[config.mk]
export PLATFORM = sky130hd
export DESIGN_NAME = oam_scan_ctrl
export DESIGN_NICKNAME = d
export VERILOG_FILES = /design/src/rtl/oam_scan_pkg.sv /design/src/rtl/sprite_y_match.sv /design/src/rtl/oam_scan_ctrl.sv
export SDC_FILE = /design/constraint.sdc
export NUM_CORES = 1
export LEC_CHECK = 0
export ABC_CLOCK_PERIOD_IN_PS = 2870
export CELL_PAD_IN_SITES_DETAIL_PLACEMENT = 1
export CELL_PAD_IN_SITES_GLOBAL_PLACEMENT = 1
export CORE_ASPECT_RATIO = 0.7
export CORE_MARGIN = 3
export CORE_UTILIZATION = 35
export CTS_CLUSTER_SIZE = 16
export DETAILED_ROUTE_END_ITERATION = 16
export GPL_TIMING_DRIVEN = 1
export PLACE_DENSITY_LB_ADDON = 0.1
export SYNTH_ARGS = -nofsm -noshare
export SYNTH_HDL_FRONTEND = slang
export SYNTH_SLANG_ARGS = --single-unit
[constraint.sdc]
create_clock -name clk1 -period 2.87 [get_ports clk1]
set_input_delay 0.574 -clock clk1 [delete_from_list [all_inputs] [get_ports clk1]]
set_output_delay 0.574 -clock clk1 [all_outputs]
set_load 0.03 [all_outputs]
[src/rtl/oam_scan_pkg.sv]
// Shared constants and state type for the per-line OAM scan sequencer.
//   NUM_OAM      entries walked per line
//   MAX_SPRITES  sprite-store slots filled per line
//   Y_OFFSET     OAM Y is stored biased by 16 lines
//   SPR_H_*      sprite heights for LCDC obj_size = 0 / 1
package oam_scan_pkg;

   localparam int NUM_OAM     = 40;
   localparam int MAX_SPRITES = 10;
   localparam int Y_OFFSET    = 16;
   localparam int SPR_H_SMALL = 8;
   localparam int SPR_H_TALL  = 16;

   typedef enum logic {
      IDLE = 1'b0,
      SCAN = 1'b1
   } state_t;

endpackage

[src/rtl/sprite_y_match.sv]
// Combinational Y-range test of one OAM entry against the current line.
//   v        current line (LY)
//   oam_y    OAM byte 0 (Y + 16)
//   obj_size 0 = 8-line, 1 = 16-line sprites
//   hit      line v falls inside the sprite
//   line     row within the sprite when hit
module sprite_y_match
   import oam_scan_pkg::*;
(
   input  logic [7:0] v,
   input  logic [7:0] oam_y,
   input  logic       obj_size,
   output logic       hit,
   output logic [3:0] line
);

   logic [8:0] diff;
   logic [8:0] height;

   // 9-bit two's complement: bit 8 set means the sprite starts below line v.
   // Wrap of v+16 past 255 only happens where the true difference is already
   // far outside any sprite height, so it can never produce a false hit.
   assign diff   = {1'b0, v} + 9'(Y_OFFSET) - {1'b0, oam_y};
   assign height = obj_size ? 9'(SPR_H_TALL) : 9'(SPR_H_SMALL);
   assign hit    = !diff[8] && (diff < height);
   assign line   = diff[3:0];

endmodule

[src/rtl/oam_scan_ctrl.sv]
// Mode-2 OAM scan sequencer. Walks all OAM entries two dots each (address,
// then compare), writes up to MAX_SPRITES hits into the sprite store and
// reports the hit count to the fetch side.
//   clk1, nreset_video       dot clock, async active-low reset
//   line_start               starts (or restarts) a scan
//   obj_size, v, dma_active  compare controls, sampled at each compare
//   oam_y, oam_x             addressed entry bytes
//   busy, oam_rd, oam_addr   OAM read port ownership
//   store_*                  sprite-store write port
//   sprite_count, scan_done  result handed to the fetch side
//
// state | meaning
// IDLE  | waiting for line_start; sprite_count holds last result
// SCAN  | walking entries; phase_q 0 = address dot, 1 = compare dot
module oam_scan_ctrl #(
   parameter int NUM_OAM     = oam_scan_pkg::NUM_OAM,
   parameter int MAX_SPRITES = oam_scan_pkg::MAX_SPRITES
) (
   input  logic       clk1,
   input  logic       nreset_video,
   input  logic       line_start,
   input  logic       obj_size,
   input  logic [7:0] v,
   input  logic       dma_active,
   input  logic [7:0] oam_y,
   input  logic [7:0] oam_x,
   output logic       busy,
   output logic       oam_rd,
   output logic [5:0] oam_addr,
   output logic       store_we,
   output logic [3:0] store_slot,
   output logic [5:0] store_index,
   output logic [3:0] store_line,
   output logic [7:0] store_x,
   output logic [3:0] sprite_count,
   output logic       scan_done
);

   import oam_scan_pkg::*;

   localparam logic [5:0] LAST_IDX = 6'(NUM_OAM - 1);
   localparam logic [3:0] MAX_CNT  = 4'(MAX_SPRITES);

   state_t     state_q, state_d;
   logic [5:0] idx_q, idx_d;
   logic       phase_q, phase_d;
   logic [3:0] count_q, count_d;
   logic       store_we_q, store_we_d;
   logic [3:0] store_slot_q, store_slot_d;
   logic [5:0] store_index_q, store_index_d;
   logic [3:0] store_line_q, store_line_d;
   logic [7:0] store_x_q, store_x_d;
   logic       scan_done_q, scan_done_d;

   logic       y_hit;
   logic [3:0] y_line;

   sprite_y_match u_y_match (
      .v        (v),
      .oam_y    (oam_y),
      .obj_size (obj_size),
      .hit      (y_hit),
      .line     (y_line)
   );

   always_comb begin
      state_d       = state_q;
      idx_d         = idx_q;
      phase_d       = phase_q;
      count_d       = count_q;
      store_we_d    = 1'b0;
      store_slot_d  = store_slot_q;
      store_index_d = store_index_q;
      store_line_d  = store_line_q;
      store_x_d     = store_x_q;
      scan_done_d   = 1'b0;

      case (state_q)
         IDLE: begin
            if (line_start) begin
               state_d = SCAN;
               idx_d   = '0;
               phase_d = 1'b0;
               count_d = '0;
            end
         end
         SCAN: begin
            if (!phase_q) begin
               phase_d = 1'b1;
            end else begin
               if (y_hit && !dma_active && (count_q < MAX_CNT)) begin
                  store_we_d    = 1'b1;
                  store_slot_d  = count_q;
                  store_index_d = idx_q;
                  store_line_d  = y_line;
                  store_x_d     = oam_x;
                  count_d       = count_q + 4'd1;
               end
               phase_d = 1'b0;
               if (idx_q == LAST_IDX) begin
                  state_d     = IDLE;
                  idx_d       = '0;
                  scan_done_d = 1'b1;
               end else begin
                  idx_d = idx_q + 6'd1;
               end
            end
            // Restart wins over the walk, but a write captured on this same
            // edge is left in place so the store still sees it.
            if (line_start) begin
               state_d     = SCAN;
               idx_d       = '0;
               phase_d     = 1'b0;
               count_d     = '0;
               scan_done_d = 1'b0;
            end
         end
         default: state_d = IDLE;
      endcase
   end

   always_ff @(posedge clk1 or negedge nreset_video) begin
      if (!nreset_video) begin
         state_q       <= IDLE;
         idx_q         <= '0;
         phase_q       <= 1'b0;
         count_q       <= '0;
         store_we_q    <= 1'b0;
         store_slot_q  <= '0;
         store_index_q <= '0;
         store_line_q  <= '0;
         store_x_q     <= '0;
         scan_done_q   <= 1'b0;
      end else begin
         state_q       <= state_d;
         idx_q         <= idx_d;
         phase_q       <= phase_d;
         count_q       <= count_d;
         store_we_q    <= store_we_d;
         store_slot_q  <= store_slot_d;
         store_index_q <= store_index_d;
         store_line_q  <= store_line_d;
         store_x_q     <= store_x_d;
         scan_done_q   <= scan_done_d;
      end
   end

   assign busy         = (state_q == SCAN);
   assign oam_rd       = (state_q == SCAN);
   assign oam_addr     = idx_q;
   assign store_we     = store_we_q;
   assign store_slot   = store_slot_q;
   assign store_index  = store_index_q;
   assign store_line   = store_line_q;
   assign store_x      = store_x_q;
   assign sprite_count = count_q;
   assign scan_done    = scan_done_q;

endmodule

==> results of run 1 <==
## power by group through the flow
stage | sequential, mW | combinational (mW) | clock, mW
floorplan | 0.687 | 0.198 | 0
global placement | 0.599 | 0.535 | 0
detailed placement | 0.600 | 0.549 | 0
CTS | 0.592 | 0.588 | 0.448
global route | 0.604 | 0.722 | 0.472
finish | 0.598 | 0.681 | 0.450
## critical path, cell delays in order
cell and delay [ns]:
buf_8 0.09, inv_12 0.03, ha_4 0.27, ha_4 0.20, a21o_1 0.20, a21oi_4 0.17, xnor2_2 0.08, ha_2 0.19
nor4b_4 0.28, o2111ai_2 0.18, or4b_4 0.59, buf_6 0.15, or3_4 0.33, a21oi_2 0.14
## routing by layer
metal	up-vias	wire [µm]
met4	0	114
met2	64	3800
met5	-	0
li1	856	-
met3	12	380
met1	970	3440
## through the flow
step	worst slack (ns)	area [µm²]	hold WS (ns)	power (mW)
4_1_cts	-0.387	3390	0.393	1.63
5_1_grt	-0.459	3500	0.434	1.80
6_report	-0.384	3500	0.379	1.73
2_1_floorplan	-0.320	2190	0.278	0.885
3_3_place_gp	-1.01	3080	0.491	1.13
3_5_place_dp	-1.08	3080	0.497	1.15
## final cells by class
type / instances / share of cell area
multi-input cells: 123 / 0.386
repair buffers: 105 / 0.279
flip-flops and latches: 36 / 0.257
well taps: 72 / 0.0257
inverters: 17 / 0.0218
clock buffers: 6 / 0.0207
clock inverters: 2 / 0.0100
## layout by cell type (no fill, tap or decap), types with 2 or more instances in the layout
cell,instances
a21o_1,4
a21oi_1,6
a21oi_2,5
and2_1,2
buf_12,2
buf_2,4
buf_4,33
buf_6,6
buf_8,2
clkbuf_8,5
clkdlybuf4s50_1,53
dfrtp_1,36
dlygate4sd2_1,4
ha_1,6
ha_2,2
ha_4,10
inv_1,11
inv_2,5
mux2_4,21
nand2_1,6
nand3_1,5
nand4_1,3
nor2_1,7
nor3_1,3
o21ai_0,2
o21ai_1,3
or3_1,3
xnor2_1,2
xor2_1,3
## what timing repair did
item	4_1_cts	5_1_grt
gates cloned	2	0
setup endpoints to repair	27	27
setup buffers	12	6
pin swaps	20	19
resized for setup	47	32
## how the worst max path moves through the flow
| stage | startpoint | endpoint | cells after the start |
|---|---|---|---|
| 6_report | oam_y[2] | sprite_count[3]$_DFFE_PN0P_ | 14 |
| 3_3_place_gp | oam_y[2] | sprite_count[2]$_DFFE_PN0P_ | 13 |
| 2_1_floorplan | oam_y[2] | sprite_count[2]$_DFFE_PN0P_ | 13 |
| 5_1_grt | oam_y[2] | sprite_count[3]$_DFFE_PN0P_ | 14 |
| 4_1_cts | oam_y[2] | sprite_count[2]$_DFFE_PN0P_ | 13 |
| 3_5_place_dp | oam_y[2] | sprite_count[2]$_DFFE_PN0P_ | 13 |
## flip-flops by register name, indices dropped and copies added, names as in the netlist, 4 cells and up
| name | count |
|---|---|
| store_line | 4 |
| store_x | 8 |
| sprite_count | 4 |
| store_slot | 4 |
| oam_addr | 6 |
| store_index | 6 |
## cell families after synthesis
| kind of cell | after synthesis | synth area share |
|---|---|---|
| AND/OR/NAND/NOR | 43 | 0.122 |
| multiplexers | 21 | 0.118 |
| AO/OA/AOI/OAI | 33 | 0.110 |
| buffers and inverters | 23 | 0.0469 |
| adder cells (fa/ha/maj) | 19 | 0.123 |
| flip-flops | 36 | 0.450 |
| XOR/XNOR | 7 | 0.0306 |
==> flow_metrics.tcl, run 1 <==
set metrics [dict create \
    r2r-start "sprite_count[2]$_DFFE_PN0P_" \
    drtIter0Drc 51 \
    violations "setup timing" \
    syn2layout_area_growth_pct 75.0 \
    postSynthCellCount 182 \
    cts_sinks 36 \
    globalRouteOverflowTotal 0 \
    dpl.cell_count 339 \
    finalHoldViolCount 0 \
    fin_worst_skew_ns 0.00635 \
    crit_fanout 4 \
    fp-row-count 22 \
    fin_util 0.649 \
    ys_types 43 \
    multiInputGateArea_mm2 0.00135 \
    diodes 0 \
    pwr-share-seq 0.346 \
    p_sw_frac 0.328 \
    num_vias 1902 \
    busiest_layer "met2" \
    clkLatencyLatePin_ns 0.29 \
    synth_most_common_cell "dfrtp_1" \
    ys_ff_latch 36 \
    drt-total-wl_um 7740 \
    use_met2 0.357 \
    async_reset_ff_frac 1.00 \
    grt_use_total 0.227 \
    routedWlPerCell_um 21.4 \
    timing.rr.end "sprite_count[3]$_DFFE_PN0P_" \
    cts.htree.levels 2 \
    status "finished with violations" \
    drc_errors 0 \
    internal_power_mw 1.16 \
    grt_max_degree 37 \
    num-nets-final 336 \
    drv_cap 0 \
    die_w_um 96.4 \
    vias_per_cell 5.27 \
    synth.largest_area_cell "dfrtp_1" \
    die_h_um 69.3 \
    synthFlopType "dfrtp_1" \
    powerDensity_mw_per_mm2 493 \
    timing.final.crit_period_ns 3.25 \
    layout-drive-gt1-share 0.408 \
    critical_path_arrival_ns 3.47 \
    critPathRequiredTime_ns 3.09 \
    antenna_left 0 \
    grt_pass1_wl_um 11600 \
    ios 65 \
    end_kind "flip-flop" \
    synth_seq_area_share 0.450 \
    leakage_nw 1.55 \
    ir_drop_mv 0.217 \
    dieArea_mm2 0.00668 \
    core_mm2 0.00540 \
    setup_tns_ns -6.19 \
    cts_tree "yes" \
    min_period_over_period 1.13 \
    yosys-top-cells-count "36 x dfrtp_1, 21 x mux2_2, 18 x ha_1, 17 x inv_1, 12 x a21oi_1" \
    startpoint_type "input port" \
    cts_buffer_depth 2 \
    cts_root_buf "clkbuf_8" \
    p_sw_mw 0.568 \
    firstDrtPassIters 4 \
    syn_nets 230 \
    synth_warnings 0 \
    place.gp.congestion 0.826 \
    avgSynthCellArea_um2 11.0 \
    critPathKind "in -> reg" \
    setup_slack_ns -0.384 \
    first_global_vias 2104 \
    rsz0062_at_grt "true" \
    netlist_area_mm2 0.00200 \
    clkTransAtPathRegs_ns 0.08 \
    regArea_um2 901 \
    clockPowerShare 0.261 \
    fmax_ghz 0.307 \
    nFillCells 546 \
    port_buffers 64 \
    ys_top_cells_by_area "dfrtp_1 45%, mux2_2 12%, ha_1 11%" \
    instances_no_fill 361 \
    final-setup-viol-count 27 \
    met3_usage 0.0564 \
    slew_headroom 0.442 \
    comb_power_share 0.394 \
    reg2reg_slack_ns 0.34 \
    hpwl_um 4610 \
    use_met1 0.305 \
    worst-slew-pin-transition_ns 0.836 \
    slew_viol_final 0 \
    rr_worst_depth 7 \
    synth-edff-count 0 \
    hold_class "in -> async" \
    antenna_found_initial 0 \
    cts_made_buffers 5 \
    start_util 0.371 \
    holdBufCountCts 0 \
    synth_top_cell_area_share 0.450 \
]
(Power assumes the default switching activity.)
==> run 2: changes to the inputs <==
--- a/config.mk
+++ b/config.mk
@@ -5,7 +5,7 @@
 export SDC_FILE = /design/constraint.sdc
 export NUM_CORES = 1
 export LEC_CHECK = 0
-export ABC_CLOCK_PERIOD_IN_PS = 2870
+export ABC_CLOCK_PERIOD_IN_PS = 3500
 export CELL_PAD_IN_SITES_DETAIL_PLACEMENT = 1
 export CELL_PAD_IN_SITES_GLOBAL_PLACEMENT = 1
 export CORE_ASPECT_RATIO = 0.7
==> constraint.sdc (replaced) <==
create_clock -name clk1 -period 3.5 [get_ports clk1]
set_input_delay 0.7 -clock clk1 [delete_from_list [all_inputs] [get_ports clk1]]
set_output_delay 0.7 -clock clk1 [all_outputs]
set_load 0.03 [all_outputs]
==> run 2 against run 1 <==
The run now ends clean. Utilization down 6.3 points. Worst setup slack better by 0.44 ns. Routed wire length is 25% lower. Register-to-register slack improved by 0.76 ns. Count of clock-buffer cells in the layout stayed put. Die area unchanged. Via count down 9.6%. Final cell count shrank 4.7%.
==> flow_metrics.tcl, run 2 (synthesis results as in run 1) <==
set metrics [dict create \
    layout_commonest_cell "clkdlybuf4s50_1" \
    num-nets-final 319 \
    critPathKind "in -> reg" \
    setup_slack_ns 0.0575 \
    crit_path_top_delay_cell "or4b_4" \
    firstDrtPassIters 5 \
    p_total_mw 1.29 \
    slew_viol_final 0 \
    path_cells "dlygate4sd2_1 > inv_2 > ha_4 > ha_4 > a21o_1 > a21oi_2 > xnor2_2 > ha_2 > nor4b_4 > o2111ai_2 > or4b_4 > buf_6 > or3_4 > a21oi_2" \
    reg2reg_slack_ns 1.10 \
    cpPeakStageDelay_ns 0.58 \
    drtIter0Drc 44 \
    critical_path_arrival_ns 3.64 \
    leakage_nw 1.44 \
    largest_reg_flops 8 \
    die_h_um 69.3 \
    fmax_ghz 0.290 \
    drv_cap 0 \
    final-setup-viol-count 0 \
    cts_root_buf "clkbuf_8" \
    layout-drive-gt1-share 0.320 \
    layout_common_cells "53 x clkdlybuf4s50_1, 36 x dfrtp_1, 21 x mux2_2, 21 x buf_4, 11 x inv_1" \
    num_vias 1719 \
    core_mm2 0.00540 \
    cts_made_buffers 5 \
    min_period_over_period 0.984 \
    vias_per_cell 5.00 \
    dp_slack_ns -0.575 \
    worst-slew-pin-transition_ns 0.793 \
    cts_tree "yes" \
    antenna_found_initial 0 \
    fp-row-count 22 \
    fin_worst_skew_ns 0.00526 \
    timing.rr.end "sprite_count[3]$_DFFE_PN0P_" \
    start_util 0.371 \
    r2r-start "busy$_DFF_PN0_" \
    status "finished clean" \
    rr_worst_depth 7 \
    cts_sinks 36 \
    hpwl_um 4190 \
    finalHoldViolCount 0 \
    critPathRequiredTime_ns 3.70 \
    place.gp.congestion 0.780 \
    setup_tns_ns 0 \
    dieArea_mm2 0.00668 \
    crit_buf_inv 3 \
    clkTransAtPathRegs_ns 0.07 \
    path_delay_family "simple AND/OR/NAND/NOR gates" \
    grt_use_total 0.179 \
    cts.htree.levels 2 \
    globalRouteOverflowTotal 0 \
    clkLatencyLatePin_ns 0.28 \
    end_kind "flip-flop" \
    cts_buffer_depth 2 \
    port_buffers 64 \
    grt_pass1_wl_um 9390 \
    grt_max_degree 37 \
    nFillCells 571 \
    timing.final.crit_period_ns 3.44 \
    ios 65 \
    diodes 0 \
    drt-total-wl_um 5790 \
    hold_class "in -> async" \
    powerDensity_mw_per_mm2 409 \
    antenna_left 0 \
    crit_fanout 4 \
    syn2layout_area_growth_pct 57.9 \
    first_global_vias 1857 \
    ir_drop_mv 0.273 \
    startpoint_type "input port" \
    drc_errors 0 \
    die_w_um 96.4 \
    routedWlPerCell_um 16.8 \
    slew_headroom 0.471 \
]
-- run 2: changes by cell type in the layout (fill, tap and decap cells not counted), sizes merged --
cell / previous run / this run
dlymetal6s2s: 0 / 1
dlygate4sd2: 4 / 7
clkbuf: 7 / 8
buf: 47 / 25
-- run 2: cell type report --
class,instances,area [µm²],share of cell area
Multi-Input combinational cell,123,1170,0.370
Timing Repair Buffer,88,828,0.262
Clock buffer,6,72.6,0.0230
Clock inverter,2,35.0,0.0111
Tap cell,72,90.1,0.0285
Inverter,17,63.8,0.0202
Sequential cell,36,901,0.285
-- run 2: worst max-delay path by stage --
stage,start,to,slack (ns),depth (start not counted)
3_3_place_gp,oam_y[1],sprite_count[2]$_DFFE_PN0P_,-0.48,13
6_report,oam_y[1],sprite_count[3]$_DFFE_PN0P_,0.06,14
5_1_grt,oam_y[1],store_slot[2]$_DFFE_PN0P_,-0.01,14
3_5_place_dp,oam_y[1],sprite_count[2]$_DFFE_PN0P_,-0.57,13
2_1_floorplan,oam_y[2],sprite_count[2]$_DFFE_PN0P_,0.07,13
4_1_cts,oam_y[2],sprite_count[2]$_DFFE_PN0P_,0.02,13
-- run 2: repair_timing --
item,CTS,global route
buffers inserted,1,1
endpoints found under the setup margin,25,24
resized for setup,33,10
hold buffers,0,0
pin swaps,14,13
-- run 2: per-stage QoR --
| step | std cells | area (µm²) | hold WS, ns | util |
|---|---|---|---|---|
| 2_1_floorplan | 182 | 2020 | 0.404 | - |
| 3_3_place_gp | 334 | 2900 | 0.489 | 0.538 |
| 3_5_place_dp | 334 | 2900 | 0.497 | 0.538 |
| 4_1_cts | 343 | 3130 | 0.513 | 0.580 |
| 5_1_grt | 344 | 3160 | 0.535 | 0.586 |
| 6_report | 344 | 3160 | 0.499 | 0.586 |
-- run 2: per-layer routing --
layer / track usage / share of wire
met1: 0.255 / 0.47
met3: 0.0662 / 0.083
met4: 0.0280 / 0.0029
met5: 0 / 0
met2: 0.265 / 0.44
-- run 2: where the power goes --
group	switching [mW]	internal, mW
logic	0.233	0.224
clock network	0.145	0.211
registers	0.0254	0.455
total	0.403	0.890
==> run 3: changes to the inputs <==
==> constraint.sdc (replaced) <==
create_clock -name clk1 -period 3.5 [get_ports clk1]
set_input_delay 0.7 -clock clk1 [delete_from_list [all_inputs] [get_ports clk1]]
set_output_delay 0.7 -clock clk1 [all_outputs]
set_load 0.1 [all_outputs]
==> run 3 against run 2 <==
Non-clock buffer count fell by 1. Combinational power rose by 43%. Design area fell by 1.3%. First-iteration DRC count fell by 2.3%. Via count fell by 2.0%. Clock skew barely moved. Worst setup slack improved by 0.011 ns. Largest power group is now combinational logic.
==> flow_metrics.tcl, run 3 (synthesis results as in run 1) <==
set metrics [dict create \
    status "finished clean" \
    die_w_um 96.4 \
    worst-slew-pin-transition_ns 1.00 \
    fin_worst_skew_ns 0.00501 \
    crit_fanout 4 \
    layout_common_cells "42 x clkdlybuf4s50_1, 36 x dfrtp_1, 33 x buf_4, 21 x mux2_2, 11 x inv_1" \
    start_util 0.371 \
    dpl.cell_count 334 \
    dr_wl_met3_um 392 \
    nFillCells 612 \
    grt_use_total 0.170 \
    critPathRequiredTime_ns 3.70 \
    drt-total-wl_um 5340 \
    crit_buf_inv 4 \
    cts_tree "yes" \
    drc_errors 0 \
    antenna_found_initial 0 \
    path_cells "clkdlybuf4s50_1 > inv_2 > ha_4 > inv_2 > ha_4 > xnor2_2 > ha_2 > nor4b_2 > o2111ai_2 > or4b_4 > buf_6 > or3_1 > a21oi_1" \
    slew_headroom 0.329 \
    routedWlPerCell_um 15.6 \
    critical_path_arrival_ns 3.63 \
    dr_wl_met2_um 2260 \
    place.gp.congestion 0.790 \
    core_mm2 0.00540 \
    regArea_um2 901 \
    instances_no_fill 343 \
    fp-row-count 22 \
    cts.htree.levels 2 \
    diodes 0 \
    fmax_ghz 0.291 \
    holdWs_ns 0.490 \
    drtIter0Drc 43 \
    final-setup-viol-count 0 \
    largest_reg_flops 8 \
    cts_made_buffers 5 \
    hold_class "in -> async" \
    cpPeakStageDelay_ns 0.55 \
    clkLatencyLatePin_ns 0.28 \
    vias_per_cell 4.91 \
    dieArea_mm2 0.00668 \
    path_delay_family "simple AND/OR/NAND/NOR gates" \
    critPathKind "in -> reg" \
    cts_root_buf "clkbuf_8" \
    cts_buffer_depth 2 \
    leakage_nw 1.44 \
    multiInputGateArea_mm2 0.00116 \
    crit_path_top_delay_cell "or4b_4" \
    firstDrtPassIters 4 \
    antenna_left 0 \
    powerDensity_mw_per_mm2 480 \
    holdBufCountCts 0 \
    highest_layer "met4" \
    num_vias 1684 \
    end_kind "flip-flop" \
    min_period_over_period 0.980 \
    timing.final.crit_period_ns 3.43 \
    die_h_um 69.3 \
    num-nets-final 318 \
    hpwl_um 4100 \
    layout-drive-gt1-share 0.351 \
    layout_commonest_cell "clkdlybuf4s50_1" \
    globalRouteOverflowTotal 0 \
    drt-met1-wl_um 2680 \
    port_buffers 64 \
    first_global_vias 1790 \
    drv_cap 0 \
    grt_max_degree 37 \
    slew_viol_final 0 \
    cts_sinks 36 \
    finalHoldViolCount 0 \
    grt_pass1_wl_um 8880 \
    clkTransAtPathRegs_ns 0.08 \
    startpoint_type "input port" \
    ios 65 \
    syn2layout_area_growth_pct 55.9 \
    ir_drop_mv 0.401 \
]
==> run 3: stage by stage <==
step / util / TNS, ns / setup WS (ns) / cell area [µm²] / power, mW
4_1_cts: 0.573 / 0 / 0.00666 / 3090 / 1.51
5_1_grt: 0.578 / -0.00461 / -0.00461 / 3120 / 1.58
6_report: 0.578 / 0 / 0.0688 / 3120 / 1.50
3_5_place_dp: 0.532 / -11.43 / -0.557 / 2870 / 1.11
2_1_floorplan: - / 0 / 0.0665 / 2020 / 0.903
3_3_place_gp: 0.532 / -9.52 / -0.472 / 2870 / 1.10
==> run 3: routing by layer <==
| layer | vias up | GRT usage |
|---|---|---|
| met2 | 47 | 0.241 |
| met1 | 813 | 0.250 |
| met4 | 0 | 0.0187 |
| met5 | - | 0 |
| met3 | 2 | 0.0705 |
| li1 | 822 | - |
==> run 3: final timing paths <==
path / cells after the start / slack, ns / to / from
hold reg to reg: 1 / 0.51 / store_x[4]$_DFFE_PN0P_ / store_x[4]$_DFFE_PN0P_
max in group asynchronous: 1 / 2.52 / sprite_count[0]$_DFFE_PN0P_ / nreset_video
setup reg to reg: 7 / 1.14 / sprite_count[1]$_DFFE_PN0P_ / busy$_DFF_PN0_
hold / removal: 1 / 0.49 / store_index[0]$_DFFE_PN0P_ / nreset_video
min in group clk1: 1 / 0.51 / store_x[4]$_DFFE_PN0P_ / store_x[4]$_DFFE_PN0P_
setup / recovery: 13 / 0.07 / sprite_count[1]$_DFFE_PN0P_ / v[4]
==> run 3: layout make-up <==
class | instances | share of cell area
multi-input cells | 123 | 0.371
inverters | 17 | 0.0204
well taps | 72 | 0.0289
flip-flops and latches | 36 | 0.289
clock buffers | 5 | 0.0221
repair buffers | 87 | 0.255
clock inverters | 3 | 0.0136
==> run 3: timing repair <==
item,4_1_cts,5_1_grt
setup endpoints to repair,25,21
pin swaps,14,12
setup buffers,1,0
gates resized for setup,29,6
==> run 3: report_power, final <==
part / internal (mW) / switching, mW
Clock: 0.211 / 0.157
Combinational: 0.219 / 0.433
Sequential: 0.455 / 0.0241
